==> src/rtl/rsa_pkg.sv <==
// Shared definitions for the RSA frame controller: FSM state encoding and protocol bytes.
package rsa_pkg;

    typedef enum logic [2:0] {
        RX_SYNC = 3'd0,
        RX_BODY = 3'd1,
        CHECK   = 3'd2,
        LAUNCH  = 3'd3,
        WAIT    = 3'd4,
        TX_STAT = 3'd5,
        TX_RES  = 3'd6
    } state_t;

    localparam logic [7:0] SYNC_BYTE   = 8'h5A;
    localparam logic [7:0] STAT_OK     = 8'h00;
    localparam logic [7:0] STAT_BADMOD = 8'hE1;

endpackage

==> src/rtl/rsa_frame_ctrl.sv <==
// Byte-stream framing around a modexp core: assembles m/e/n, launches the core,
// and returns a status byte followed by the result (MSB first).
module rsa_frame_ctrl
    import rsa_pkg::*;
#(
    parameter int unsigned WIDTH = 16
) (
    input  logic             clk,
    input  logic             rst,
    input  logic [7:0]       rx_data,
    input  logic             rx_valid,
    output logic             rx_ready,
    output logic [7:0]       tx_data,
    output logic             tx_valid,
    input  logic             tx_ready,
    output logic [WIDTH-1:0] core_m,
    output logic [WIDTH-1:0] core_e,
    output logic [WIDTH-1:0] core_n,
    output logic             core_start,
    input  logic [WIDTH-1:0] core_out,
    input  logic             core_busy,
    input  logic             core_done,
    output logic             frame_err
);

    localparam int unsigned NBYTES = WIDTH / 8;
    localparam int unsigned ABITS  = 3 * WIDTH;
    localparam int unsigned CNT_W  = $clog2(3 * NBYTES);

    state_t             state_q, state_d;
    logic [CNT_W-1:0]   cnt_q, cnt_d;
    logic [ABITS-1:0]   asm_q, asm_d;
    logic [7:0]         status_q, status_d;
    logic [WIDTH-1:0]   result_q, result_d;
    logic [WIDTH-1:0]   tx_sh_q, tx_sh_d;
    logic [WIDTH-1:0]   m_d, e_d, n_d;
    logic [7:0]         tx_data_d;
    logic               tx_valid_d, rx_ready_d, core_start_d, frame_err_d;
    logic               rx_fire, tx_fire;

    assign rx_fire = rx_valid && rx_ready;
    assign tx_fire = tx_valid && tx_ready;

    // State and registered outputs
    always_ff @(posedge clk) begin
        if (!rst) begin
            state_q    <= RX_SYNC;
            cnt_q      <= '0;
            asm_q      <= '0;
            status_q   <= '0;
            result_q   <= '0;
            tx_sh_q    <= '0;
            core_m     <= '0;
            core_e     <= '0;
            core_n     <= '0;
            tx_data    <= '0;
            tx_valid   <= 1'b0;
            rx_ready   <= 1'b0;
            core_start <= 1'b0;
            frame_err  <= 1'b0;
        end else begin
            state_q    <= state_d;
            cnt_q      <= cnt_d;
            asm_q      <= asm_d;
            status_q   <= status_d;
            result_q   <= result_d;
            tx_sh_q    <= tx_sh_d;
            core_m     <= m_d;
            core_e     <= e_d;
            core_n     <= n_d;
            tx_data    <= tx_data_d;
            tx_valid   <= tx_valid_d;
            rx_ready   <= rx_ready_d;
            core_start <= core_start_d;
            frame_err  <= frame_err_d;
        end
    end

    // Next-state and next-output logic
    always_comb begin
        state_d      = state_q;
        cnt_d        = cnt_q;
        asm_d        = asm_q;
        status_d     = status_q;
        result_d     = result_q;
        tx_sh_d      = tx_sh_q;
        m_d          = core_m;
        e_d          = core_e;
        n_d          = core_n;
        tx_data_d    = tx_data;
        tx_valid_d   = tx_valid;
        core_start_d = 1'b0;
        frame_err_d  = 1'b0;

        case (state_q)
            RX_SYNC: begin
                if (rx_fire && rx_data == SYNC_BYTE) begin
                    state_d = RX_BODY;
                    cnt_d   = '0;
                end
            end
            RX_BODY: begin
                if (rx_fire) begin
                    asm_d = {asm_q[ABITS-9:0], rx_data};
                    if (cnt_q == CNT_W'(3 * NBYTES - 1)) begin
                        state_d = CHECK;
                        cnt_d   = '0;
                    end else begin
                        cnt_d = cnt_q + CNT_W'(1);
                    end
                end
            end
            CHECK: begin
                m_d = asm_q[3*WIDTH-1 -: WIDTH];
                e_d = asm_q[2*WIDTH-1 -: WIDTH];
                n_d = asm_q[WIDTH-1:0];
                if (asm_q[WIDTH-1:0] < WIDTH'(2)) begin
                    frame_err_d = 1'b1;
                    status_d    = STAT_BADMOD;
                    tx_data_d   = STAT_BADMOD;
                    tx_valid_d  = 1'b1;
                    state_d     = TX_STAT;
                end else begin
                    status_d = STAT_OK;
                    state_d  = LAUNCH;
                end
            end
            LAUNCH: begin
                // Only start an idle core so the start pulse is never missed
                if (!core_busy && !core_done) begin
                    core_start_d = 1'b1;
                    state_d      = WAIT;
                end
            end
            WAIT: begin
                if (core_done) begin
                    result_d   = core_out;
                    tx_data_d  = status_q;
                    tx_valid_d = 1'b1;
                    state_d    = TX_STAT;
                end
            end
            TX_STAT: begin
                if (tx_fire) begin
                    if (status_q == STAT_OK) begin
                        tx_data_d = result_q[WIDTH-1 -: 8];
                        tx_sh_d   = result_q << 8;
                        cnt_d     = '0;
                        state_d   = TX_RES;
                    end else begin
                        tx_valid_d = 1'b0;
                        state_d    = RX_SYNC;
                    end
                end
            end
            TX_RES: begin
                if (tx_fire) begin
                    if (cnt_q == CNT_W'(NBYTES - 1)) begin
                        tx_valid_d = 1'b0;
                        cnt_d      = '0;
                        state_d    = RX_SYNC;
                    end else begin
                        tx_data_d = tx_sh_q[WIDTH-1 -: 8];
                        tx_sh_d   = tx_sh_q << 8;
                        cnt_d     = cnt_q + CNT_W'(1);
                    end
                end
            end
            default: state_d = RX_SYNC;
        endcase

        rx_ready_d = (state_d == RX_SYNC) || (state_d == RX_BODY);
    end

endmodule

==> config.mk <==
export PLATFORM = sky130hd
export DESIGN_NAME = rsa_frame_ctrl
export DESIGN_NICKNAME = d
export VERILOG_FILES = /design/src/rtl/rsa_pkg.sv /design/src/rtl/rsa_frame_ctrl.sv
export SDC_FILE = /design/constraint.sdc
export NUM_CORES = 1
export LEC_CHECK = 0
export BUFFER_PORTS_ARGS = -buffer_cell sky130_fd_sc_hd__buf_2
export CAP_MARGIN = 10
export CORE_MARGIN = 3
export CORE_UTILIZATION = 50
export CTS_CLUSTER_DIAMETER = 150
export CTS_CLUSTER_SIZE = 40
export DETAILED_ROUTE_END_ITERATION = 12
export GPL_ROUTABILITY_DRIVEN = 0
export GPL_TIMING_DRIVEN = 0
export PLACE_DENSITY = 0.71
export SYNTH_ARGS = -nofsm -noshare
export SYNTH_HDL_FRONTEND = slang
export SYNTH_SLANG_ARGS = --single-unit
==> constraint.sdc <==
create_clock -name clk -period 1.56 [get_ports clk]
set_input_delay 0.078 -clock clk [delete_from_list [all_inputs] [get_ports clk]]
set_output_delay 0.078 -clock clk [all_outputs]
set_load 0.02 [all_outputs]
==> impl_metrics.py, run 1 <==
metrics = {
    "floorplan": {
        "start_util_pct": 52.0,
        "die_h_um": 110,
        "num_rows": 37,
        "core_area_sq_um": 10400,
        "ios": 90,
        "die_area_sq_um": 12100,
        "die_x_um": 110,
    },
    "pwr": {
        "power.leakage_nw": 2.97,
        "finalPower_mw": 7.70,
        "peakVddDrop_mv": 0.621,
        "power_density_nw_per_um2": 991,
    },
    "clocking": {
        "ctsHtreeMaxLevel": 4,
        "numCtsBuffers": 17,
        "path_clk_slew_ns": 0.06,
        "clock_sinks": 139,
        "cts_tree": "built",
        "clock_path_buffers": 2,
        "clock-root-buffer": "clkbuf_8",
        "clock_latency_ns": 0.53,
    },
    "sta": {
        "timing.final.hold_violations": 0,
        "rsz0062_at_grt": "true",
        "layout_setup_ws_ns": -0.215,
        "holdWs_ns": 0.0412,
        "finalSetupViolCount": 21,
        "slew_viol_final": 0,
        "fin_crit_sh_pct": 114,
        "clock_skew_ns": 0.00786,
        "post-route-min-period_ns": 1.77,
        "tightestPinTransition_ns": 0.738,
        "fmax_mhz": 564,
        "slew_headroom_pct": 50.8,
    },
    "worst_setup_path": {
        "crit_buf_inv": 1,
        "criticalPathCategory": "reg -> reg",
        "cp.arrival_ns": 2.23,
        "crit_family": "simple AND/OR/NAND/NOR gates",
        "startpoint_type": "flip-flop",
        "crit_fanout": 7,
        "path_cells": "and4bb_2 -> nand4_1 -> a221oi_4 -> buf_4 -> nand3_2 -> o22ai_2",
        "endpoint_kind": "flip-flop",
        "r2r_cells": 6,
        "cp_slowest_cell": "dfxtp_4",
        "r2r_slack_ns": -0.21,
        "max_stage_delay_ns": 0.37,
        "reg2reg_to": "cnt_q[0]",
        "cp.required_ns": 2.02,
        "r2r_start": "state_q[1]",
    },
    "route": {
        "drt_iter0_markers": 482,
        "drc": 0,
        "firstDrtPassIters": 5,
        "ant_nets": 0,
        "vias": 5563,
        "wl_per_cell_um": 17.1,
        "routed_wirelength_um": 17200,
        "drt-vias-per-instance": 5.55,
    },
    "yosys": {
        "ys_async_sr_fraction_pct": 0,
        "synth_xor_area_share_pct": 0,
        "ys_seq_area_share_pct": 51.4,
        "synth-seq-cells": 139,
        "synth_compound_area_share_pct": 17.3,
        "yosys.area_share.simple_pct": 24.7,
        "synthFlopType": "dfxtp_1",
        "synth_cell_type_count": 62,
        "netlist_area_sq_um": 5420,
        "synth_edf_count": 0,
        "syn_inst": 671,
        "synth_top_family_by_area": "simple AND/OR/NAND/NOR gates",
        "synth-adder-area-share_pct": 0.462,
        "synth_area_per_cell_sq_um": 8.07,
        "synthMuxAreaShare_pct": 2.22,
        "yosys_warnings": 0,
        "syn-num-nets": 703,
    },
    "worst_hold_path": {
        "min_path_cells": 4,
        "hold_path.class": "in -> reg",
        "holdPathEnd": "core_start",
        "worstHoldStart": "core_busy",
    },
    "cells_and_area": {
        "design_area_sq_um": 7770,
        "area_growth_pct": 43.4,
        "mostFrequentLayoutCells": "238 x nand2_1, 127 x dfxtp_1, 110 x a21oi_1, 89 x buf_2, 39 x buf_4",
        "num-nets-final": 884,
        "final_common_cell": "nand2_1",
        "drive_gt1_share_pct": 30.8,
    },
    "grt": {
        "grt-ovfl-total": 0,
        "grt_max_degree": 17,
        "grt_util_all_layers_pct": 27.8,
        "antenna_found_initial": 1,
        "grt_pass1_vias": 5275,
        "grt_pass1_wl_um": 25700,
    },
    "placed_design": {
        "port_buffers": 89,
        "dp_hpwl_um": 10400,
        "dpl_cell_area_sq_um": 6070,
    },
    "job": {
        "max-cap-violations": 0,
    },
    "outcome": {
        "violations": "negative setup slack",
        "status": "finished with violations",
    },
}
area by class of cell:
type | instances | area, sq um
diodes | 1 | 2.50
fillers | 711 | 2650
clock inverters | 12 | 139
inverters | 2 | 7.51
plain buffers | 45 | 342
flip-flops and latches | 139 | 2810
multi-input cells | 482 | 2700
clock buffers | 20 | 445
repair buffers | 165 | 1160
well taps | 136 | 170
cells in the mapped netlist, types with 2 or more instances:
library cell  instances  share of area [%]
dfxtp_1             139                 51
ha_1                  2               0.46
buf_4                 3               0.42
nand2b_1              2               0.23
a21o_1                2               0.28
nor2_1               15                1.0
o21a_1                2               0.28
and2_1                9                1.0
nor4_1                3               0.35
clkbuf_1             34                2.4
o21ai_0               2               0.18
nand3_1               8               0.74
nor2b_1               6               0.69
nand4b_1              2               0.32
buf_1                 2               0.14
nand2_1             242                 17
a21oi_1             122                 11
a22o_1                4               0.65
buf_2                 8               0.74
a22oi_1               5               0.69
nand3b_1              3               0.42
o221a_1               4               0.83
mux2i_1              12                2.2
nor3_1                2               0.18
worst max path at each step:
stage,start,to,cells past startpoint
after floorplan,state_q[1],cnt_q[2],5
after global placement,state_q[0],core_n[0],6
after detailed placement,state_q[0],core_n[0],6
after CTS,state_q[1],cnt_q[2],5
after global routing,state_q[1],tx_data[2],7
final,state_q[1],cnt_q[0],6
logic make-up after synthesis:
kind of cell	Yosys count
AND/OR/NAND/NOR	309
AO/OA/AOI/OAI	159
flip-flops	139
buffers and inverters	50
multiplexers	12
adder cells (fa/ha/maj)	2
power breakdown:
group | total (mW) | internal, mW | switching (mW)
registers | 3.54 | 3.54 | 0.00181
logic | 0.210 | 0.0915 | 0.119
clock network | 3.94 | 2.37 | 1.57
total | 7.70 | 6.01 | 1.69
stage by stage:
step                      utilization, %  worst slack [ns]  cells  setup TNS, ns
after floorplan                        -           -0.0173    671         -0.187
after global placement              58.3            -0.320    896         -19.88
after detailed placement            58.3            -0.337    896         -22.42
after CTS                           71.2            -0.162    989          -1.80
after global routing                74.6            -0.286   1002          -4.90
final                               74.6            -0.215   1002          -3.43
metal layers:
metal | global-route usage (%) | wire (um) | vias up
met3 | 7.40 | 1340 | 75
met5 | 0 | 0 | -
met4 | 13.2 | 704 | 0
met2 | 43.8 | 8010 | 272
met1 | 35.3 | 7090 | 2592
li1 | - | - | 2624
state kept, by name (all words and copies together), names as in the netlist, 3 cells and up:
register  count
asm_q        48
core_m       16
cnt_q         3
core_n       16
state_q       3
result_q     16
core_e       16
tx_sh_q       8
tx_data       8
worst register-to-register path, stage by stage (launching register included):
cell	delay (ns)
dfxtp_4	0.37
and4bb_2	0.34
nand4_1	0.22
a221oi_4	0.37
buf_4	0.17
nand3_2	0.08
o22ai_2	0.16
what timing repair did:
action	in CTS	in global routing
hold buffers	25	0
pin swaps	15	16
hold endpoints to repair	26	0
gates cloned	0	2
gates resized for setup	73	76
setup buffers	37	13
setup endpoints to repair	119	137
(Power assumes the default switching activity.)
==> run 2: changes to the inputs <==
--- a/config.mk
+++ b/config.mk
@@ -14,7 +14,7 @@
 export DETAILED_ROUTE_END_ITERATION = 12
 export GPL_ROUTABILITY_DRIVEN = 0
 export GPL_TIMING_DRIVEN = 0
-export PLACE_DENSITY = 0.71
+export PLACE_DENSITY = 0.74
 export SYNTH_ARGS = -nofsm -noshare
 export SYNTH_HDL_FRONTEND = slang
 export SYNTH_SLANG_ARGS = --single-unit
==> run 2 against run 1 <==
The flow still finishes with violations (negative setup slack). First-iteration DRC count increased by 14%. Clock power shrank 1%. Non-clock buffer count is 9 lower. Sequential power barely moved. Combinational power is 2% higher. Core utilization is 1.0 points lower. Cell count shrank 1.1%. Sequential share of layout area is 0.41 points higher. Worst setup slack worse by 0.046 ns. Sequential cell count unchanged. Critical path depth unchanged. Die area did not move.
==> impl_metrics.py, run 2 (synthesis gave the netlist of run 1 again) <==
metrics = {
    "clocking": {
        "clock_path_buffers": 2,
        "clock_latency_ns": 0.55,
        "clock_sinks": 139,
        "clock-root-buffer": "clkbuf_8",
        "path_clk_slew_ns": 0.06,
        "ctsHtreeMaxLevel": 4,
        "cts_tree": "built",
        "numCtsBuffers": 17,
    },
    "sta": {
        "fin_crit_sh_pct": 117,
        "fmax_mhz": 549,
        "slew_headroom_pct": 56.3,
        "timing.final.hold_violations": 0,
        "post-route-min-period_ns": 1.82,
        "slew_viol_final": 0,
        "finalSetupViolCount": 56,
        "clock_skew_ns": 0.00969,
        "rsz0062_at_grt": "true",
        "layout_setup_ws_ns": -0.260,
        "tightestPinTransition_ns": 0.656,
    },
    "worst_setup_path": {
        "cp_slowest_cell": "dfxtp_4",
        "max_stage_delay_ns": 0.39,
        "startpoint_type": "flip-flop",
        "crit_family": "simple AND/OR/NAND/NOR gates",
        "criticalPathCategory": "reg -> reg",
        "endpoint_kind": "flip-flop",
        "cp.arrival_ns": 2.28,
        "crit_fanout": 8,
        "cp.required_ns": 2.02,
        "path_cells": "buf_6 -> or2b_4 -> a21oi_4 -> o22a_1 -> nor2b_4 -> mux2i_1",
        "crit_buf_inv": 1,
    },
    "route": {
        "drt_iter0_markers": 550,
        "ant_nets": 0,
        "vias": 5670,
        "routed_wirelength_um": 17400,
        "wl_per_cell_um": 17.6,
        "drc": 0,
        "firstDrtPassIters": 6,
        "drt-vias-per-instance": 5.72,
    },
    "cells_and_area": {
        "largest_reg_flops": 48,
        "antennaDiodeCount": 0,
        "final_common_cell": "nand2_1",
        "post-route-util_pct": 73.5,
        "num-nets-final": 875,
        "area_growth_pct": 41.4,
        "design_area_sq_um": 7660,
        "top_register": "asm_q",
        "mostFrequentLayoutCells": "235 x nand2_1, 129 x dfxtp_1, 108 x a21oi_1, 91 x buf_2, 39 x buf_4",
        "drive_gt1_share_pct": 29.8,
    },
    "floorplan": {
        "core_area_sq_um": 10400,
        "num_rows": 37,
        "die_x_um": 110,
        "die_h_um": 110,
        "die_area_sq_um": 12100,
        "start_util_pct": 52.0,
        "ios": 90,
    },
    "job": {
        "max-cap-violations": 0,
    },
    "outcome": {
        "violations": "negative setup slack",
        "status": "finished with violations",
    },
    "placed_design": {
        "port_buffers": 89,
        "dp_slack_ns": -0.359,
        "dp_hpwl_um": 10100,
        "dpl_cell_area_sq_um": 6070,
    },
    "pwr": {
        "finalPower_mw": 7.66,
        "power.leakage_nw": 2.89,
        "power_density_nw_per_um2": 1000,
        "peakVddDrop_mv": 0.678,
    },
    "grt": {
        "grt_pass1_vias": 5370,
        "grt_util_all_layers_pct": 27.3,
        "grt_pass1_wl_um": 25600,
        "antenna_found_initial": 0,
        "grt-ovfl-total": 0,
        "grt_max_degree": 17,
    },
    "worst_hold_path": {
        "hold_path.class": "in -> reg",
    },
}
-- run 2: cell types whose count changed in the layout (fill, tap and decap cells not counted), moves of 3 or more --
cell      before  now
clkbuf_2       6    1
clkbuf_4       6    1
clkinv_4       3    0
nand2_1      238  235
nand2_2        3    7
-- run 2: worst reg2reg max path: stages (launching register included) --
cell and delay [ns]:
dfxtp_4 0.39, buf_6 0.11, or2b_4 0.30, a21oi_4 0.14, o22a_1 0.21, nor2b_4 0.30
mux2i_1 0.28
-- run 2: path summary, 6_finish.rpt --
kind / startpoint / end / slack [ns] / cells after the start
worst max-delay path: state_q[1] / tx_data[2] / -0.26 / 6
worst min-delay path: core_done / core_start / 0.10 / 4
worst max register to register: state_q[1] / tx_data[2] / -0.26 / 6
worst min register to register: core_e[5] / core_e[5] / 0.45 / 2
-- run 2: where the power goes --
part / internal (mW) / total, mW / leakage (nW) / switching [mW]
sequential: 3.55 / 3.55 / 1.12 / 0.00178
combinational: 0.0932 / 0.215 / 1.50 / 0.122
clock: 2.32 / 3.90 / 0.270 / 1.59
total: 5.96 / 7.66 / 2.89 / 1.71
-- run 2: what timing repair did --
action,4_1_cts,5_1_grt
endpoints found under the setup margin,115,121
cloned,0,0
buffers inserted,25,16
pin swaps,10,16
endpoints found under the hold margin,27,0
resized for setup,64,101
hold buffers,26,0
-- run 2: metal layers --
metal	share of wire (%)	track usage [%]	wire, um	vias up
met4	4.7	13.2	825	0
met1	39	33.4	6790	2639
li1	-	-	-	2583
met3	9.7	6.52	1690	89
met2	47	45.2	8140	359
met5	0	0	0	-
-- run 2: through the flow --
stage	std cells	hold slack, ns	TNS (ns)
after global placement	896	0.318	-20.54
after floorplan	671	0.214	-0.187
after CTS	976	0.0528	-1.17
final	991	0.101	-5.54
after detailed placement	896	0.328	-21.16
after global routing	991	0.0984	-8.99
-- run 2: final cells by class --
type	instances	area (sq um)
Tap cell	136	170
Fill cell	684	2760
Multi-Input combinational cell	482	2700
Inverter	2	7.51
Buffer	45	357
Sequential cell	139	2800
Clock inverter	13	140
Clock buffer	18	428
Timing Repair Buffer	156	1050
